**config.mk**
```make
export PLATFORM = sky130hd
export DESIGN_NAME = perf_stat_sequencer_flat
export DESIGN_NICKNAME = d
export VERILOG_FILES = /design/src/rtl/perf_stat_pkg.sv /design/src/rtl/perf_stat_sequencer_if.sv /design/src/rtl/perf_stat_sequencer_seg7_scan.sv /design/src/rtl/perf_stat_sequencer.sv /design/src/flat_wrapper.sv
export SDC_FILE = /design/constraint.sdc
export NUM_CORES = 1
export LEC_CHECK = 0
export BUFFER_PORTS_ARGS = -buffer_cell sky130_fd_sc_hd__buf_2
export CORE_ASPECT_RATIO = 1.1
export CORE_MARGIN = 1
export CORE_UTILIZATION = 40
export DETAILED_ROUTE_END_ITERATION = 8
export SYNTH_ARGS = -nofsm -noshare
export SYNTH_HDL_FRONTEND = slang
export SYNTH_SLANG_ARGS = --single-unit
export TNS_END_PERCENT = 1
```
**constraint.sdc**
```tcl
create_clock -name clk -period 9.8 [get_ports clk]
set_input_delay 1.96 -clock clk [delete_from_list [all_inputs] [get_ports clk]]
set_output_delay 1.96 -clock clk [all_outputs]
set_load 0.005 [all_outputs]
```
**src/rtl/perf_stat_pkg.sv**
```systemverilog
`default_nettype none
// +----------------------------------------------------------------------------+
// | perf_stat_pkg                                                              |
// | FSM states, display-index constants and hex glyph helpers shared by the    |
// | performance-statistics display sequencer.                                  |
// | Rev 1.0                                                                    |
// +----------------------------------------------------------------------------+
package perf_stat_pkg;

  typedef enum logic [1:0] {
    LIVE = 2'd0,
    SNAP = 2'd1,
    HOLD = 2'd2
  } state_t;

  localparam logic [2:0] IDX_TOTAL  = 3'd0;
  localparam logic [2:0] IDX_COND   = 3'd1;
  localparam logic [2:0] IDX_UNCOND = 3'd2;
  localparam logic [2:0] IDX_SUCC   = 3'd3;
  localparam logic [2:0] IDX_LU     = 3'd4;
  localparam logic [2:0] IDX_LAST   = 3'd4;

  // Active-low segments, bit0 = a ... bit6 = g
  function automatic logic [6:0] hex7(input logic [3:0] nib);
    logic [6:0] seg;
    seg = 7'h7F;
    case (nib)
      4'h0: seg = 7'h40;
      4'h1: seg = 7'h79;
      4'h2: seg = 7'h24;
      4'h3: seg = 7'h30;
      4'h4: seg = 7'h19;
      4'h5: seg = 7'h12;
      4'h6: seg = 7'h02;
      4'h7: seg = 7'h78;
      4'h8: seg = 7'h00;
      4'h9: seg = 7'h10;
      4'hA: seg = 7'h08;
      4'hB: seg = 7'h03;
      4'hC: seg = 7'h46;
      4'hD: seg = 7'h21;
      4'hE: seg = 7'h06;
      4'hF: seg = 7'h0E;
      default: seg = 7'h7F;
    endcase
    return seg;
  endfunction

  function automatic logic [2:0] next_idx(input logic [2:0] idx);
    return (idx == IDX_LAST) ? IDX_TOTAL : idx + 3'd1;
  endfunction

endpackage
`default_nettype wire

```
**src/rtl/perf_stat_sequencer_if.sv**
```systemverilog
`default_nettype none
// +----------------------------------------------------------------------------+
// | perf_stat_sequencer_if                                                     |
// | Counter-bank inputs, halt/button controls and seven-segment display pins.  |
// | Rev 1.0                                                                    |
// +----------------------------------------------------------------------------+
interface perf_stat_sequencer_if;
  logic        halt;
  logic        btn_next;
  logic [31:0] total;
  logic [31:0] cond;
  logic [31:0] uncond;
  logic [31:0] cond_succ;
  logic [31:0] lu_times;
  logic [2:0]  disp_idx;
  logic [31:0] disp_val;
  logic        frozen;
  logic [7:0]  an_n;
  logic [6:0]  seg_n;
  logic        dp_n;

  modport master (
    output halt, btn_next, total, cond, uncond, cond_succ, lu_times,
    input  disp_idx, disp_val, frozen, an_n, seg_n, dp_n
  );

  modport slave (
    input  halt, btn_next, total, cond, uncond, cond_succ, lu_times,
    output disp_idx, disp_val, frozen, an_n, seg_n, dp_n
  );
endinterface
`default_nettype wire

```
**src/rtl/perf_stat_sequencer_seg7_scan.sv**
```systemverilog
`default_nettype none
// +----------------------------------------------------------------------------+
// | seg7_scan                                                                  |
// | Eight-digit multiplexed hex display driver with registered pin outputs.    |
// | Rev 1.0                                                                    |
// +----------------------------------------------------------------------------+
module seg7_scan
  import perf_stat_pkg::*;
#(
  parameter int unsigned SCAN_DIV = 100000
) (
  input  logic        clk,
  input  logic        rst,
  input  logic [31:0] i_disp_val,
  input  logic        i_frozen,
  output logic [7:0]  o_an_n,
  output logic [6:0]  o_seg_n,
  output logic        o_dp_n
);

  localparam int unsigned         C_PRE_W    = $clog2(SCAN_DIV);
  localparam logic [C_PRE_W-1:0]  c_pre_last = C_PRE_W'(SCAN_DIV - 1);

  logic [C_PRE_W-1:0] r_pre;
  logic [2:0]         r_digit;
  logic [2:0]         w_digit_nxt;
  logic               w_wrap;

  assign w_wrap      = (r_pre == c_pre_last);
  assign w_digit_nxt = w_wrap ? r_digit + 3'd1 : r_digit;

  // Pins are driven from the next digit so enable and glyph switch on the same edge
  always_ff @(posedge clk or posedge rst) begin
    if (rst) begin
      r_pre   <= '0;
      r_digit <= 3'd0;
      o_an_n  <= 8'hFE;
      o_seg_n <= hex7(4'h0);
      o_dp_n  <= 1'b1;
    end else begin
      r_pre   <= w_wrap ? '0 : r_pre + 1'b1;
      r_digit <= w_digit_nxt;
      o_an_n  <= ~(8'd1 << w_digit_nxt);
      o_seg_n <= hex7(i_disp_val[{w_digit_nxt, 2'b00} +: 4]);
      o_dp_n  <= ~((w_digit_nxt == 3'd7) && i_frozen);
    end
  end

endmodule
`default_nettype wire

```
**src/rtl/perf_stat_sequencer.sv**
```systemverilog
`default_nettype none
// +----------------------------------------------------------------------------+
// | perf_stat_sequencer                                                        |
// | Picks one of five performance counters for the hex display, freezes them  |
// | on CPU halt and steps the selection on a debounced button.                 |
// | Optional: `define AUTO_ROTATE_EN for timed auto-advance in LIVE.           |
// | Rev 1.0                                                                    |
// +----------------------------------------------------------------------------+
module perf_stat_sequencer
  import perf_stat_pkg::*;
#(
  parameter int unsigned SCAN_DIV   = 100000,
  parameter int unsigned DEB_CYCLES = 1000000,
  parameter int unsigned ROT_CYCLES = 100000000
) (
  input  logic                  clk,
  input  logic                  rst,
  perf_stat_sequencer_if.slave  bus
);

  localparam int unsigned        C_DEB_W    = $clog2(DEB_CYCLES);
  localparam logic [C_DEB_W-1:0] c_deb_last = C_DEB_W'(DEB_CYCLES - 1);

  if (SCAN_DIV < 2 || DEB_CYCLES < 2 || ROT_CYCLES < 2) begin : g_param_check
    $error("perf_stat_sequencer: SCAN_DIV, DEB_CYCLES and ROT_CYCLES must be >= 2");
  end

  state_t       r_state;
  state_t       w_state_nxt;
  logic         r_halt_q;
  logic [31:0]  r_shadow [5];
  logic [31:0]  w_live_sel;
  logic [31:0]  w_shadow_sel;
  logic [2:0]   r_idx;
  logic [31:0]  r_disp_val;
  logic         r_frozen;

  logic [1:0]         r_btn_sync;
  logic               r_btn_stable;
  logic [C_DEB_W-1:0] r_deb_cnt;
  logic               w_btn_differs;
  logic               w_deb_done;
  logic               w_btn_adv;
  logic               w_rot_tick;

  // ---------------- halt FSM ----------------
  always_ff @(posedge clk or posedge rst) begin
    if (rst) begin
      r_state  <= LIVE;
      r_halt_q <= 1'b0;
    end else begin
      r_state  <= w_state_nxt;
      r_halt_q <= bus.halt;
    end
  end

  always_comb begin
    w_state_nxt = r_state;
    case (r_state)
      LIVE:    if (bus.halt && !r_halt_q) w_state_nxt = SNAP;
      SNAP:    w_state_nxt = HOLD;
      HOLD:    if (!bus.halt) w_state_nxt = LIVE;
      default: w_state_nxt = LIVE;
    endcase
  end

  // ---------------- button debounce ----------------
  assign w_btn_differs = (r_btn_sync[1] != r_btn_stable);
  assign w_deb_done    = w_btn_differs && (r_deb_cnt == c_deb_last);
  assign w_btn_adv     = w_deb_done && r_btn_sync[1];

  always_ff @(posedge clk or posedge rst) begin
    if (rst) begin
      r_btn_sync   <= 2'b00;
      r_btn_stable <= 1'b0;
      r_deb_cnt    <= '0;
    end else begin
      r_btn_sync <= {r_btn_sync[0], bus.btn_next};
      if (!w_btn_differs) begin
        r_deb_cnt <= '0;
      end else if (w_deb_done) begin
        r_btn_stable <= r_btn_sync[1];
        r_deb_cnt    <= '0;
      end else begin
        r_deb_cnt <= r_deb_cnt + 1'b1;
      end
    end
  end

  // ---------------- optional auto-rotation ----------------
`ifdef AUTO_ROTATE_EN
  localparam int unsigned        C_ROT_W    = $clog2(ROT_CYCLES);
  localparam logic [C_ROT_W-1:0] c_rot_last = C_ROT_W'(ROT_CYCLES - 1);

  logic [C_ROT_W-1:0] r_rot_cnt;

  assign w_rot_tick = (r_state == LIVE) && (r_rot_cnt == c_rot_last);

  // A manual advance restarts the rotation interval
  always_ff @(posedge clk or posedge rst) begin
    if (rst) begin
      r_rot_cnt <= '0;
    end else if ((r_state != LIVE) || w_btn_adv || w_rot_tick) begin
      r_rot_cnt <= '0;
    end else begin
      r_rot_cnt <= r_rot_cnt + 1'b1;
    end
  end
`else
  assign w_rot_tick = 1'b0;
`endif

  // ---------------- counter selection ----------------
  always_comb begin
    w_live_sel   = bus.total;
    w_shadow_sel = r_shadow[0];
    case (r_idx)
      IDX_COND:   begin w_live_sel = bus.cond;      w_shadow_sel = r_shadow[1]; end
      IDX_UNCOND: begin w_live_sel = bus.uncond;    w_shadow_sel = r_shadow[2]; end
      IDX_SUCC:   begin w_live_sel = bus.cond_succ; w_shadow_sel = r_shadow[3]; end
      IDX_LU:     begin w_live_sel = bus.lu_times;  w_shadow_sel = r_shadow[4]; end
      default:    begin w_live_sel = bus.total;     w_shadow_sel = r_shadow[0]; end
    endcase
  end

  always_ff @(posedge clk or posedge rst) begin
    if (rst) begin
      r_idx      <= IDX_TOTAL;
      r_disp_val <= 32'd0;
      r_frozen   <= 1'b0;
      for (int i = 0; i < 5; i++) r_shadow[i] <= 32'd0;
    end else begin
      r_disp_val <= (r_state == HOLD) ? w_shadow_sel : w_live_sel;
      r_frozen   <= (r_state == HOLD);
      if (w_btn_adv || w_rot_tick) r_idx <= next_idx(r_idx);
      if (r_state == SNAP) begin
        r_shadow[0] <= bus.total;
        r_shadow[1] <= bus.cond;
        r_shadow[2] <= bus.uncond;
        r_shadow[3] <= bus.cond_succ;
        r_shadow[4] <= bus.lu_times;
      end
    end
  end

  assign bus.disp_idx = r_idx;
  assign bus.disp_val = r_disp_val;
  assign bus.frozen   = r_frozen;

  seg7_scan #(
    .SCAN_DIV (SCAN_DIV)
  ) u_scan (
    .clk        (clk),
    .rst        (rst),
    .i_disp_val (r_disp_val),
    .i_frozen   (r_frozen),
    .o_an_n     (bus.an_n),
    .o_seg_n    (bus.seg_n),
    .o_dp_n     (bus.dp_n)
  );

endmodule
`default_nettype wire

```
**src/flat_wrapper.sv**
```systemverilog
// flat-port wrapper written by rule: the top's interface ports become plain ports
module perf_stat_sequencer_flat import perf_stat_pkg::*;
#(
  parameter int unsigned SCAN_DIV   = 100000,
  parameter int unsigned DEB_CYCLES = 1000000,
  parameter int unsigned ROT_CYCLES = 100000000
)
  (clk, rst, bus_halt, bus_btn_next, bus_total, bus_cond, bus_uncond, bus_cond_succ, bus_lu_times, bus_disp_idx, bus_disp_val, bus_frozen, bus_an_n, bus_seg_n, bus_dp_n);
  perf_stat_sequencer_if bus_i ();
  input  logic clk;
  input  logic rst;
  input wire logic [$bits(bus_i.halt)-1:0] bus_halt;
  input wire logic [$bits(bus_i.btn_next)-1:0] bus_btn_next;
  input wire logic [$bits(bus_i.total)-1:0] bus_total;
  input wire logic [$bits(bus_i.cond)-1:0] bus_cond;
  input wire logic [$bits(bus_i.uncond)-1:0] bus_uncond;
  input wire logic [$bits(bus_i.cond_succ)-1:0] bus_cond_succ;
  input wire logic [$bits(bus_i.lu_times)-1:0] bus_lu_times;
  output wire logic [$bits(bus_i.disp_idx)-1:0] bus_disp_idx;
  output wire logic [$bits(bus_i.disp_val)-1:0] bus_disp_val;
  output wire logic [$bits(bus_i.frozen)-1:0] bus_frozen;
  output wire logic [$bits(bus_i.an_n)-1:0] bus_an_n;
  output wire logic [$bits(bus_i.seg_n)-1:0] bus_seg_n;
  output wire logic [$bits(bus_i.dp_n)-1:0] bus_dp_n;
  assign bus_i.halt = bus_halt;
  assign bus_i.btn_next = bus_btn_next;
  assign bus_i.total = bus_total;
  assign bus_i.cond = bus_cond;
  assign bus_i.uncond = bus_uncond;
  assign bus_i.cond_succ = bus_cond_succ;
  assign bus_i.lu_times = bus_lu_times;
  assign bus_disp_idx = bus_i.disp_idx;
  assign bus_disp_val = bus_i.disp_val;
  assign bus_frozen = bus_i.frozen;
  assign bus_an_n = bus_i.an_n;
  assign bus_seg_n = bus_i.seg_n;
  assign bus_dp_n = bus_i.dp_n;
  perf_stat_sequencer #(.SCAN_DIV(SCAN_DIV), .DEB_CYCLES(DEB_CYCLES), .ROT_CYCLES(ROT_CYCLES)) u_core (.clk(clk), .rst(rst), .bus(bus_i));
endmodule
```
==> results.sh <==
export IMPL_cpPeakStageDelay_ns=0.61
export IMPL_r2r_start="u_core.u_scan.r_pre[12]"
export IMPL_final_hold_viol_count=0
export IMPL_dpl_worst_slack_ns=5.91
export IMPL_ioPinCount=216
export IMPL_path_max_fanout=11
export IMPL_drive_above_1_share=0.395
export IMPL_arrival_ns=4.37
export IMPL_comb_power_share=0.179
export IMPL_worstSetupStartpointType="flop"
export IMPL_cts_root_buffer="clkbuf_16"
export IMPL_grt_max_degree=116
export IMPL_required_ns=10.26
export IMPL_gr_total_overflow=0
export IMPL_setup_viol=0
export IMPL_dieArea_um2=31000
export IMPL_wl_per_cell_um=21.0
export IMPL_period_share=0.399
export IMPL_viasPerCell=5.68
export IMPL_drt_iter0_markers=544
export IMPL_finClkSkew_ns=0.00967
export IMPL_numCtsBuffers=28
export IMPL_ctsHoldBuffers=0
export IMPL_worstSetupStartpoint="u_core.u_scan.r_pre[12]"
export IMPL_dpl_hpwl_um=21900
export IMPL_outcome="finished clean"
export IMPL_yosys_cell_types_count=50
export IMPL_gp_congestion=0.802
export IMPL_grtUsageTotal=0.215
export IMPL_post_cts_buffers=0
export IMPL_synthArstFlopShare=1.00
export IMPL_cts_num_sinks=258
export IMPL_p_seq_frac=0.482
export IMPL_p_leak_nw=6.35
export IMPL_ys_seq_area_frac=0.533
export IMPL_netSwitchingFraction=0.265
export IMPL_drc=0
export IMPL_die_h_um=185
export IMPL_hp_start="u_core.r_btn_sync[0]"
export IMPL_ys_seq_elements=258
export IMPL_synth_top_flop_cell="dfrtp_1"
export IMPL_drv_slew=0
export IMPL_fillers=2750
export IMPL_fin_ws_ns=5.89
export IMPL_ctsResizeCount=0
export IMPL_syn_area_per_cell_um2=12.4
export IMPL_ant_nets=0
export IMPL_rsz0062_at_grt="no"
export IMPL_syn_to_final_growth_pct=19.5
export IMPL_clk_pin_slew_ns=0.06
export IMPL_drtPass1Iterations=5
export IMPL_p_per_area_nw_per_um2=215
export IMPL_worst_path_buf_inv=2
export IMPL_reg2reg_depth=12
export IMPL_setup_tns_ns=0
export IMPL_crit_slowest_cell="or4_4"
export IMPL_grt_pass1_wl_um=52000
export IMPL_grt_antenna_before_repair=19
export IMPL_crit_chain="or4b_4 -> or4_4 -> or3_1 -> and2_1 -> inv_4 -> mux2_4 -> a221o_1 -> inv_1 -> ha_1 -> mux2i_1 -> nor2_1 -> a31oi_1"
export IMPL_row_count=66
export IMPL_ys_warn_count=0
export IMPL_cap_violations=0
export IMPL_cts_buffer_depth=3
export IMPL_fin_crit_ns=3.91
export IMPL_numPortBuffers=215
export IMPL_finalNetCount=1342
export IMPL_power_frac_clock=0.339
export IMPL_whs_path_depth=0
export IMPL_syn_area_um2=12100
export IMPL_synthesis_instances=975
export IMPL_relSlewSlack=0.179
export IMPL_synth_edf_count=0
export IMPL_cts_max_level=1
export IMPL_critical_path_top_delay_family="simple AND/OR/NAND/NOR gates"
export IMPL_cp_num_cells=12
export IMPL_max_slew_worst_pin_slew_ns=1.22
export IMPL_start_util=0.408
export IMPL_p_int_w=0.00229
export IMPL_hold_path_class="reg -> reg"
export IMPL_core_area_um2=29700
export IMPL_crit_path_end_kind="flop"
export IMPL_clk_latency_ns=0.54
export IMPL_max_freq_ghz=0.256
export IMPL_dieWidth_um=168
export IMPL_net_switching_power_w=0.000824
export IMPL_critPathKind="reg -> reg"
export IMPL_vdd_drop_max_uv=154
export IMPL_vias=8905
export IMPL_wirelength_um=33000
export IMPL_synth_fp_nets=1153
export IMPL_cts_tree="built"
export IMPL_grt_pass1_vias=9131
## cell type report
cell class,count,area (um2),area share
Antenna cell,10,25.0,0.00173
Clock inverter,12,113,0.00776
Inverter,19,81.3,0.00561
Clock buffer,38,810,0.0558
Multi-Input combinational cell,630,5370,0.370
Timing Repair Buffer,227,1170,0.0804
Sequential cell,258,6470,0.446
Tap cell,374,468,0.0323
## stage by stage
stage,area [um2],total power (W),hold slack [ns],utilization,cells
CTS,14500,0.00315,0.351,0.487,1558
floorplan,12100,0.00187,0.331,-,975
global placement,13600,0.00205,0.334,0.456,1508
finish,14500,0.00311,0.349,0.488,1568
global route,14500,0.00328,0.352,0.488,1564
detailed placement,13600,0.00208,0.336,0.456,1508
## power groups by stage
stage	clock network [W]	logic, W	registers, W
5_1_grt	0.00113	0.000616	0.00153
3_5_place_dp	0	0.000562	0.00151
6_report	0.00106	0.000557	0.00150
3_3_place_gp	0	0.000545	0.00151
4_1_cts	0.00109	0.000563	0.00150
2_1_floorplan	0	0.000408	0.00146
## registers in the layout, indices dropped and copies added (netlist names), 2 cells and up
register / flops
u_core.r_shadow: 160
u_core.bus.disp_val: 32
u_core.r_deb_cnt: 20
u_core.u_scan.r_pre: 17
u_core.u_scan.o_an_n: 8
u_core.u_scan.o_seg_n: 7
u_core.bus.disp_idx: 3
u_core.u_scan.r_digit: 3
u_core.r_btn_sync: 2
u_core.r_state: 2
## logic make-up (layout without fill, tap and decap cells)
| family | after synthesis | count (layout) | synth area share |
|---|---|---|---|
| compound gates | 221 | 221 | 0.152 |
| xor+xnor | 36 | 36 | 0.0260 |
| fa+ha+maj | 14 | 14 | 0.0144 |
| buf+inv | 87 | 296 | 0.0284 |
| flops | 258 | 258 | 0.533 |
| mux | 186 | 186 | 0.179 |
| other cells | 0 | 10 | 0 |
| simple gates | 173 | 173 | 0.0674 |
## worst reg2reg max path, stage by stage, from the launching register on
cell     delay, ns
dfrtp_1       0.42
or4b_4        0.56
or4_4         0.61
or3_1         0.35
and2_1        0.27
inv_4         0.13
mux2_4        0.30
a221o_1       0.43
inv_1         0.15
ha_1          0.26
mux2i_1       0.13
nor2_1        0.06
a31oi_1       0.17
## layout by cell type, fill, tap and decap left out, types with 3 or more instances in the layout
master / netlist / routed
clkbuf_16: 0 / 29
diode_2: 0 / 10
nor3_1: 4 / 4
a221oi_1: 3 / 3
dfstp_2: 9 / 9
xor2_1: 20 / 20
mux4_2: 8 / 8
mux2_2: 164 / 164
buf_4: 0 / 12
a221o_1: 125 / 125
and2_1: 7 / 6
dfrtp_1: 249 / 249
clkbuf_8: 0 / 5
nand2b_1: 4 / 3
nor2b_4: 0 / 3
nor2_1: 72 / 72
inv_1: 18 / 17
and3_1: 8 / 8
a31oi_1: 3 / 3
xnor2_1: 16 / 16
buf_2: 0 / 215
nand4_1: 5 / 5
mux2i_1: 13 / 13
o21ai_0: 4 / 4
clkinv_2: 0 / 9
ha_1: 14 / 13
o22ai_1: 35 / 35
nand2_1: 37 / 37
nand3_1: 17 / 17
a21oi_1: 35 / 35
clkbuf_1: 61 / 4
## layer usage
| layer | GRT usage | routed length [um] |
|---|---|---|
| met5 | 0 | 75 |
| met3 | 0.0586 | 2230 |
| met4 | 0.0695 | 696 |
| met1 | 0.291 | 14900 |
| met2 | 0.335 | 15000 |
## cells in the mapped netlist (7+ instances only)
master | number | area (um2)
o22ai_1 | 35 | 219
mux2i_1 | 13 | 130
xor2_1 | 20 | 175
xnor2_1 | 16 | 140
clkbuf_1 | 61 | 229
mux2_2 | 164 | 1850
nor2_1 | 72 | 270
mux4_2 | 8 | 180
nand2_1 | 37 | 139
inv_1 | 18 | 67.6
nand3_1 | 17 | 85.1
and2_1 | 7 | 43.8
ha_1 | 14 | 175
dfrtp_1 | 249 | 6230
and3_1 | 8 | 50.1
a21oi_1 | 35 | 175
a221o_1 | 125 | 1250
dfstp_2 | 9 | 236
## final timing paths
path	endpoint	slack (ns)
min in group asynchronous	u_core.r_deb_cnt[17]	1.59
worst max-delay path	u_core.u_scan.o_seg_n[3]	5.89
max in group asynchronous	u_core.r_shadow[118]	6.74
worst min-delay path	u_core.r_btn_sync[1]	0.35
worst max register to register	u_core.u_scan.o_seg_n[3]	5.89
worst min register to register	u_core.r_btn_sync[1]	0.35
Note: power is estimated with default switching activity, not from simulation.
